$ cat config.mk
export PLATFORM = sky130hd
export DESIGN_NAME = panel_input_encoder
export DESIGN_NICKNAME = d
export VERILOG_FILES = /design/src/rtl/panel_pkg.sv /design/src/rtl/panel_debounce.sv /design/src/rtl/panel_input_encoder.sv
export SDC_FILE = /design/constraint.sdc
export NUM_CORES = 1
export LEC_CHECK = 0
export ABC_AREA = 1
export BUFFER_PORTS_ARGS = -buffer_cell sky130_fd_sc_hd__clkbuf_2
export CAP_MARGIN = 10
export CORE_MARGIN = 10
export CORE_UTILIZATION = 40
export CTS_BUF_LIST = sky130_fd_sc_hd__clkbuf_8
export DETAILED_ROUTE_END_ITERATION = 8
export GPL_ROUTABILITY_DRIVEN = 0
export PLACE_DENSITY = 0.6
export SYNTH_ARGS = -nofsm -noshare
export SYNTH_HDL_FRONTEND = slang
export SYNTH_HIERARCHICAL = 1
export SYNTH_SLANG_ARGS = --single-unit
$ cat constraint.sdc
create_clock -name clock -period 1.4 [get_ports clock]
set_input_delay 0.21 -clock clock [delete_from_list [all_inputs] [get_ports clock]]
set_output_delay 0.21 -clock clock [all_outputs]
set_load 0.03 [all_outputs]
$ cat src/rtl/panel_pkg.sv
// Shared types and io_bin field layout for the front-panel input encoder.
package panel_pkg;

  typedef enum logic [1:0] {
    IDLE,
    FIRE,
    WAIT_RELEASE
  } state_t;

  localparam int DATA_LSB = 0;
  localparam int DATA_W   = 4;
  localparam int STB_LSB  = 4;
  localparam int NUM_BTN  = 3;
  localparam int BIN_W    = 12;

  function automatic logic [NUM_BTN-1:0] lowest_one_hot(input logic [NUM_BTN-1:0] v);
    return v & (~v + NUM_BTN'(1));
  endfunction

  function automatic logic multi_hot(input logic [NUM_BTN-1:0] v);
    return (v & (v - NUM_BTN'(1))) != '0;
  endfunction

endpackage

$ cat src/rtl/panel_debounce.sv
// One raw board input: two-flop synchroniser followed by a stable-count debouncer.
module panel_debounce #(
  parameter int DEBOUNCE_CYCLES = 4
) (
  input  logic clk,
  input  logic rst_n,
  input  logic raw,
  output logic deb
);

  localparam int CNT_W = $clog2(DEBOUNCE_CYCLES) + 1;
  localparam logic [CNT_W-1:0] CNT_LAST = CNT_W'(DEBOUNCE_CYCLES - 1);

  logic             sync1;
  logic             sync2;
  logic [CNT_W-1:0] cnt;

  // NOTE: non-blocking assignments keep sync1 -> sync2 a true two-stage shift.
  always_ff @(posedge clk or negedge rst_n) begin
    if (!rst_n) begin
      sync1 <= 1'b0;
      sync2 <= 1'b0;
      cnt   <= '0;
      deb   <= 1'b0;
    end else begin
      sync1 <= raw;
      sync2 <= sync1;
      if (sync2 == deb) begin
        cnt <= '0;
      end else if (cnt == CNT_LAST) begin
        // The edge that would take the count to DEBOUNCE_CYCLES commits the new level.
        deb <= sync2;
        cnt <= '0;
      end else begin
        cnt <= cnt + CNT_W'(1);
      end
    end
  end

endmodule

$ cat src/rtl/panel_input_encoder.sv
// Front-panel encoder: debounced switches/buttons to a one-hot write strobe on io_bin.
// Optional auto-repeat while a button is held: define PANEL_INPUT_AUTO_REPEAT_EN.
module panel_input_encoder
  import panel_pkg::*;
#(
  parameter int DEBOUNCE_CYCLES = 4,
  parameter int REPEAT_CYCLES   = 16
) (
  input  logic               clock,
  input  logic               reset,
  input  logic [DATA_W-1:0]  io_sw,
  input  logic [NUM_BTN-1:0] io_btn,
  output logic [BIN_W-1:0]   io_bin,
  output logic               io_conflict
);

  if (DEBOUNCE_CYCLES < 2 || REPEAT_CYCLES < 2) begin : g_bad_param
    $error("panel_input_encoder: DEBOUNCE_CYCLES and REPEAT_CYCLES must be at least 2");
  end

  localparam int NUM_IN = DATA_W + NUM_BTN;

  logic [NUM_IN-1:0]  raw;
  logic [NUM_IN-1:0]  deb;
  logic [DATA_W-1:0]  deb_sw;
  logic [NUM_BTN-1:0] deb_btn;
  logic [NUM_BTN-1:0] deb_btn_d;
  logic [NUM_BTN-1:0] rise;
  logic [NUM_BTN-1:0] first_rise;

  assign raw = {io_btn, io_sw};

  for (genvar i = 0; i < NUM_IN; i++) begin : g_deb
    panel_debounce #(
      .DEBOUNCE_CYCLES(DEBOUNCE_CYCLES)
    ) u_deb (
      .clk  (clock),
      .rst_n(reset),
      .raw  (raw[i]),
      .deb  (deb[i])
    );
  end

  assign deb_sw     = deb[DATA_W-1:0];
  assign deb_btn    = deb[NUM_IN-1:DATA_W];
  assign rise       = deb_btn & ~deb_btn_d;
  assign first_rise = lowest_one_hot(rise);

  state_t             state, state_next;
  logic [NUM_BTN-1:0] strobe, strobe_next;
  logic [DATA_W-1:0]  data, data_next;
  logic               conflict, conflict_next;

`ifdef PANEL_INPUT_AUTO_REPEAT_EN
  localparam int REP_W = $clog2(REPEAT_CYCLES) + 1;
  // WAIT_RELEASE entered one cycle after the strobe, so the repeat fires two counts early.
  localparam logic [REP_W-1:0] REP_LAST = REP_W'(REPEAT_CYCLES - 2);

  logic [NUM_BTN-1:0] origin, origin_next;
  logic [REP_W-1:0]   rep_cnt, rep_next;
`endif

  always_ff @(posedge clock or negedge reset) begin
    if (!reset) begin
      state     <= IDLE;
      strobe    <= '0;
      data      <= '0;
      conflict  <= 1'b0;
      deb_btn_d <= '0;
`ifdef PANEL_INPUT_AUTO_REPEAT_EN
      origin    <= '0;
      rep_cnt   <= '0;
`endif
    end else begin
      state     <= state_next;
      strobe    <= strobe_next;
      data      <= data_next;
      conflict  <= conflict_next;
      deb_btn_d <= deb_btn;
`ifdef PANEL_INPUT_AUTO_REPEAT_EN
      origin    <= origin_next;
      rep_cnt   <= rep_next;
`endif
    end
  end

  // NOTE: every output of this block gets a default first, so no path can infer a latch.
  always_comb begin
    state_next    = state;
    strobe_next   = '0;
    data_next     = data;
    conflict_next = 1'b0;
`ifdef PANEL_INPUT_AUTO_REPEAT_EN
    origin_next   = origin;
    rep_next      = rep_cnt;
`endif
    unique case (state)
      IDLE: begin
        data_next = deb_sw;
        if (rise != '0) begin
          state_next    = FIRE;
          strobe_next   = first_rise;
          conflict_next = multi_hot(rise);
`ifdef PANEL_INPUT_AUTO_REPEAT_EN
          origin_next   = first_rise;
`endif
        end
      end
      FIRE: begin
        state_next = WAIT_RELEASE;
`ifdef PANEL_INPUT_AUTO_REPEAT_EN
        rep_next   = '0;
`endif
      end
      WAIT_RELEASE: begin
        if (deb_btn == '0) begin
          state_next = IDLE;
        end
`ifdef PANEL_INPUT_AUTO_REPEAT_EN
        else if ((deb_btn & origin) != '0) begin
          if (rep_cnt == REP_LAST) begin
            state_next  = FIRE;
            strobe_next = origin;
            data_next   = deb_sw;
          end else begin
            rep_next = rep_cnt + REP_W'(1);
          end
        end
`endif
      end
      default: state_next = IDLE;
    endcase
  end

  always_comb begin
    io_bin                        = '0;
    io_bin[DATA_LSB +: DATA_W]    = data;
    io_bin[STB_LSB  +: NUM_BTN]   = strobe;
  end

  assign io_conflict = conflict;

endmodule

### Word level (Yosys, flattened, before mapping)

Index checks and enable logic that the tools add are counted.
Widths: inputs -> output; s select.

* eq/ne operators: 18
* multiplexer cells: 21
* bitwise logic cells: 12
* add/subtract/negate cells: 9
* reductions and logical operators: 12

Operators with widths (count)
* $mux 3: 16
* $add 3x1->3 const B: 8
* $eq 3x2->1 const B: 7
* $reduce_and 2->1: 8
* $and 3x3->3: 3
* $eq 1x1->1: 7
* $not 1->1: 7
* $not 3->3: 2
* $pmux 2 s3: 1
* $reduce_bool 3->1: 2
* $mux 2: 2
* $ne 2x2->1 const B: 2
* $logic_not 3->1: 1
* $sub 3x1->3 const B: 1
* $eq 2x1->1 const B: 1
* $eq 2x2->1 const B: 1
* $logic_not 2->1: 1
* $mux 1: 2

* output and inout port bits: 13
* bits in registers: 55
* input bits: 9
* logic and storage cells: 105

### Logic depth before layout (Yosys ltp)

* depth in word-level cells: 7
* gate-level depth with buffers: 5
* gate-level depth less buffers: 5

### By module

The synthesis kept the hierarchy.

By module, submodules not included
* panel_debounce: seq. area each 150.1 um2, cells an instance 25, area each 239.0 um2, times used 7
* panel_input_encoder: seq. area each 325.3 um2, cells an instance 54, area each 519.2 um2, times used 1

### Least setup slack after synthesis

Ideal clock, no wire load.

* path type: register to register
* start: register g_deb[0].u_deb.cnt[0]
* end: register g_deb[0].u_deb.cnt[0]
* buffers on the path: 0
* stages on the path, launching flop included: 5
* arrival: 0.784 ns
* data required time: 1.329 ns
* library setup time: 0.071 ns
* slack: 0.545 ns
* period minus slack after synthesis: 0.855 ns
* cell sequence: dfrtp_1 ha_1 nand2_2 nand2_1 nor2_1

* word-level cells in the longest chain between the ends: 3
* elaborated cells between the ends (all ways): 4
* those cells by class: 1 x add/sub; 1 x eq/ne; 2 x mux

Ends and longest elaborated chain
* start, declared: line panel_debounce.sv:16 `logic [CNT_W-1:0] cnt;`
* start signal, assigned: line panel_debounce.sv:35 `cnt <= cnt + CNT_W'(1);`
* $add 3x1->3 or $eq 3x2->1 (tied branches): line panel_debounce.sv:35, panel_debounce.sv:30
* $mux 3 *: line panel_debounce.sv:30 `end else if (cnt == CNT_LAST) begin`
* $mux 3 *: line panel_debounce.sv:28 `if (sync2 == deb) begin`

Every way passes the cells marked *; elsewhere a longest branch is shown, timed or not.
A chain may end at the register's enable or synchronous reset.

### Worst setup path in the final report

* start: register data[0]
* end: output io_bin[0]

RTL lines
* start, declared: line panel_input_encoder.sv:51 `logic [DATA_W-1:0] data, data_next;`
* start signal, assigned: line panel_input_encoder.sv:77 `data <= data_next;`
* end, declared: line panel_input_encoder.sv:13 `output logic [BIN_W-1:0] io_bin,`

No word-level cell between the ends.

==> flow_metrics.env <==
export IMPL_cts_buffer_depth=2
export IMPL_rsz0062_at_grt="no"
export IMPL_synth_adder_area_share_pct=4.00
export IMPL_synth_ff_type="dfrtp_1"
export IMPL_wirelength_um=3230
export IMPL_diodes=0
export IMPL_fin_cells=332
export IMPL_cts_tree="yes"
export IMPL_vias=1372
export IMPL_postRouteAntennaNets=0
export IMPL_numCtsBuffers=5
export IMPL_start_kind="flip-flop"
export IMPL_p_leak_uw=0.00137
export IMPL_syn_to_final_growth_pct=17.5
export IMPL_grt_overflow=0
export IMPL_synthesis_instances=229
export IMPL_cts_hold_buf=7
export IMPL_placedCellCount=316
export IMPL_yosysSeqAreaShare_pct=62.8
export IMPL_post_route_util_pct=49.5
export IMPL_cts_resized=0
export IMPL_grt_max_degree=23
export IMPL_worst_pin_slew_ps=505
export IMPL_initial_utilization_pct=42.1
export IMPL_synth_top_area_cell="dfrtp_1"
export IMPL_status="completed"
export IMPL_synth_edff_count=0
export IMPL_period_needed_ps=1090
export IMPL_ctsRootBufferMaster="clkbuf_8"
export IMPL_die_area_um2=8840
export IMPL_globalRouteTotalUtil_pct=8.50
export IMPL_die_y_um=94.0
export IMPL_hold_path_class="reg -> reg"
export IMPL_synth_compound_area_share_pct=0.228
export IMPL_synth_xor_area_share_pct=0
export IMPL_pin_count=22
export IMPL_worstPathArrival_ps=880
export IMPL_crit_chain="clkbuf_2"
export IMPL_avgSynthCellArea_um2=9.57
export IMPL_worst_path_largest_cell_delay_ps=400
export IMPL_post_cts_buffers=0
export IMPL_relSlewSlack_pct=66.3
export IMPL_setup_viol=0
export IMPL_grt_pass1_wl_um=6110
export IMPL_synth_top_family_by_area="simple AND/OR/NAND/NOR gates"
export IMPL_path_buf_inv=1
export IMPL_antenna_found_initial=0
export IMPL_fin_crit_sh_pct=78.1
export IMPL_synthArstFlopShare_pct=100
export IMPL_synth_top_area_share_pct=62.8
export IMPL_netlist_area_um2=2190
export IMPL_grt_pass1_vias=1409
export IMPL_drv_slew=0
export IMPL_yosysMostFrequentCell="nand2_1"
export IMPL_hpwl_um=2430
export IMPL_synth_top_cells_by_count="nand2_1 (61), dfrtp_1 (55), inv_1 (38), nor2_1 (27), nand2_2 (21)"
export IMPL_drt_iter0_markers=41
export IMPL_tns_ps=0
export IMPL_synthMuxAreaShare_pct=0
export IMPL_routedWlPerCell_um=9.71
export IMPL_portBuffers=16
export IMPL_ir_drop_mv=0.777
export IMPL_fp_coreArea_um2=5200
export IMPL_synth_seq_cells=55
export IMPL_die_x_um=94.0
export IMPL_final_nets=277
export IMPL_post_route_cells_drive_above_1_share_pct=19.5
export IMPL_whs_ps=354
export IMPL_placementRows=26
export IMPL_max_freq_mhz=915
export IMPL_path_max_fanout=2
export IMPL_skew_ps=5.32
export IMPL_yosys_warnings=6
export IMPL_hold_viol_final=0
export IMPL_cp_slowest_cell="dfrtp_1"
export IMPL_via_per_inst=4.13
export IMPL_drc=0
export IMPL_cap_violations=0
export IMPL_clk_pin_slew_ps=90
export IMPL_powerDensity_nw_per_um2=1840
export IMPL_critPathKind="reg -> out"
export IMPL_insertion_delay_ps=290
export IMPL_end_kind="output port"
export IMPL_cts_num_sinks=55
export IMPL_drtPass1Iterations=4
export IMPL_synth_area_leaders="dfrtp_1 (63%), nand2_1 (10%), inv_1 (6.5%)"
export IMPL_crit_family="flip-flops"
export IMPL_synthSimpleGateAreaFrac_pct=24.3
export IMPL_critical_path_required_ps=1190
export IMPL_synth_cell_types=15
export IMPL_htree_num_levels=2
## layer usage
metal	GRT usage [%]	wire length (um)	vias up
met5	0	0	-
met4	2.53	0	0
met3	4.00	183	0
met2	13.5	1560	19
met1	10.0	1480	629
li1	-	-	724
## state kept, by name, indices dropped and copies added, names as in the netlist
name / flops
g_deb.u_deb/deb: 7
data: 4
deb_btn_d: 3
strobe: 3
g_deb.u_deb/sync1: 7
state: 2
g_deb.u_deb/cnt: 21
io_conflict: 1
g_deb.u_deb/sync2: 7
## path summary, 6_finish.rpt
path | startpoint | endpoint | slack, ps | depth (start not counted)
min reg2reg | g_deb[5].u_deb/sync1$_DFF_PN0_ | g_deb[5].u_deb/sync2$_DFF_PN0_ | 350 | 0
max | data[0]$_DFFE_PN0P_ | io_bin[0] | 310 | 1
min | g_deb[5].u_deb/sync1$_DFF_PN0_ | g_deb[5].u_deb/sync2$_DFF_PN0_ | 350 | 0
max in group asynchronous | reset | g_deb[1].u_deb/cnt[2]$_DFF_PN0_ | 510 | 3
min in group asynchronous | reset | g_deb[4].u_deb/deb$_DFFE_PN0P_ | 410 | 2
max reg2reg | state[0]$_DFFE_PN0P_ | strobe[1]$_DFF_PN0_ | 430 | 3
## layout by cell type, fill, tap and decap left out, drive strengths merged
master and instances:
buf 2, nor2 28, nor3b 1, or2 1, nor3 1, clkbuf 22
nand3 7, clkinv 1, inv 40, ha 7, dfrtp 55, bufinv 1
o21ai 1, dlygate4sd3 8, nand2 82, conb 5
## through the flow
stage	cell area, um2	setup slack (ps)	power (uW)
2_1_floorplan	2210	545	3370
3_3_place_gp	2380	448	3700
3_5_place_dp	2380	430	3750
4_1_cts	2560	283	4850
5_1_grt	2570	258	5200
6_report	2570	307	4750
## cell type report
cell class	instances	area, um2
clock buffers	6	82.6
clock inverters	2	35.0
fillers	532	2630
inverters	40	150
multi-input cells	133	643
flip-flops and latches	55	1380
well taps	70	87.6
repair buffers	26	200
## logic make-up after synthesis
logic type               after synthesis
flip-flops                            55
buffers and inverters                 45
adder cells (fa/ha/maj)                7
AND/OR/NAND/NOR                      120
AO/OA/AOI/OAI                          1
other                                  1
## power by group
| part | total (uW) | switching [uW] | internal, uW |
|---|---|---|---|
| clock | 1050 | 470 | 579 |
| sequential | 2280 | 271 | 2010 |
| combinational | 1420 | 897 | 522 |
| total | 4750 | 1640 | 3110 |
No activity file was read; power rests on OpenSTA's default activity.
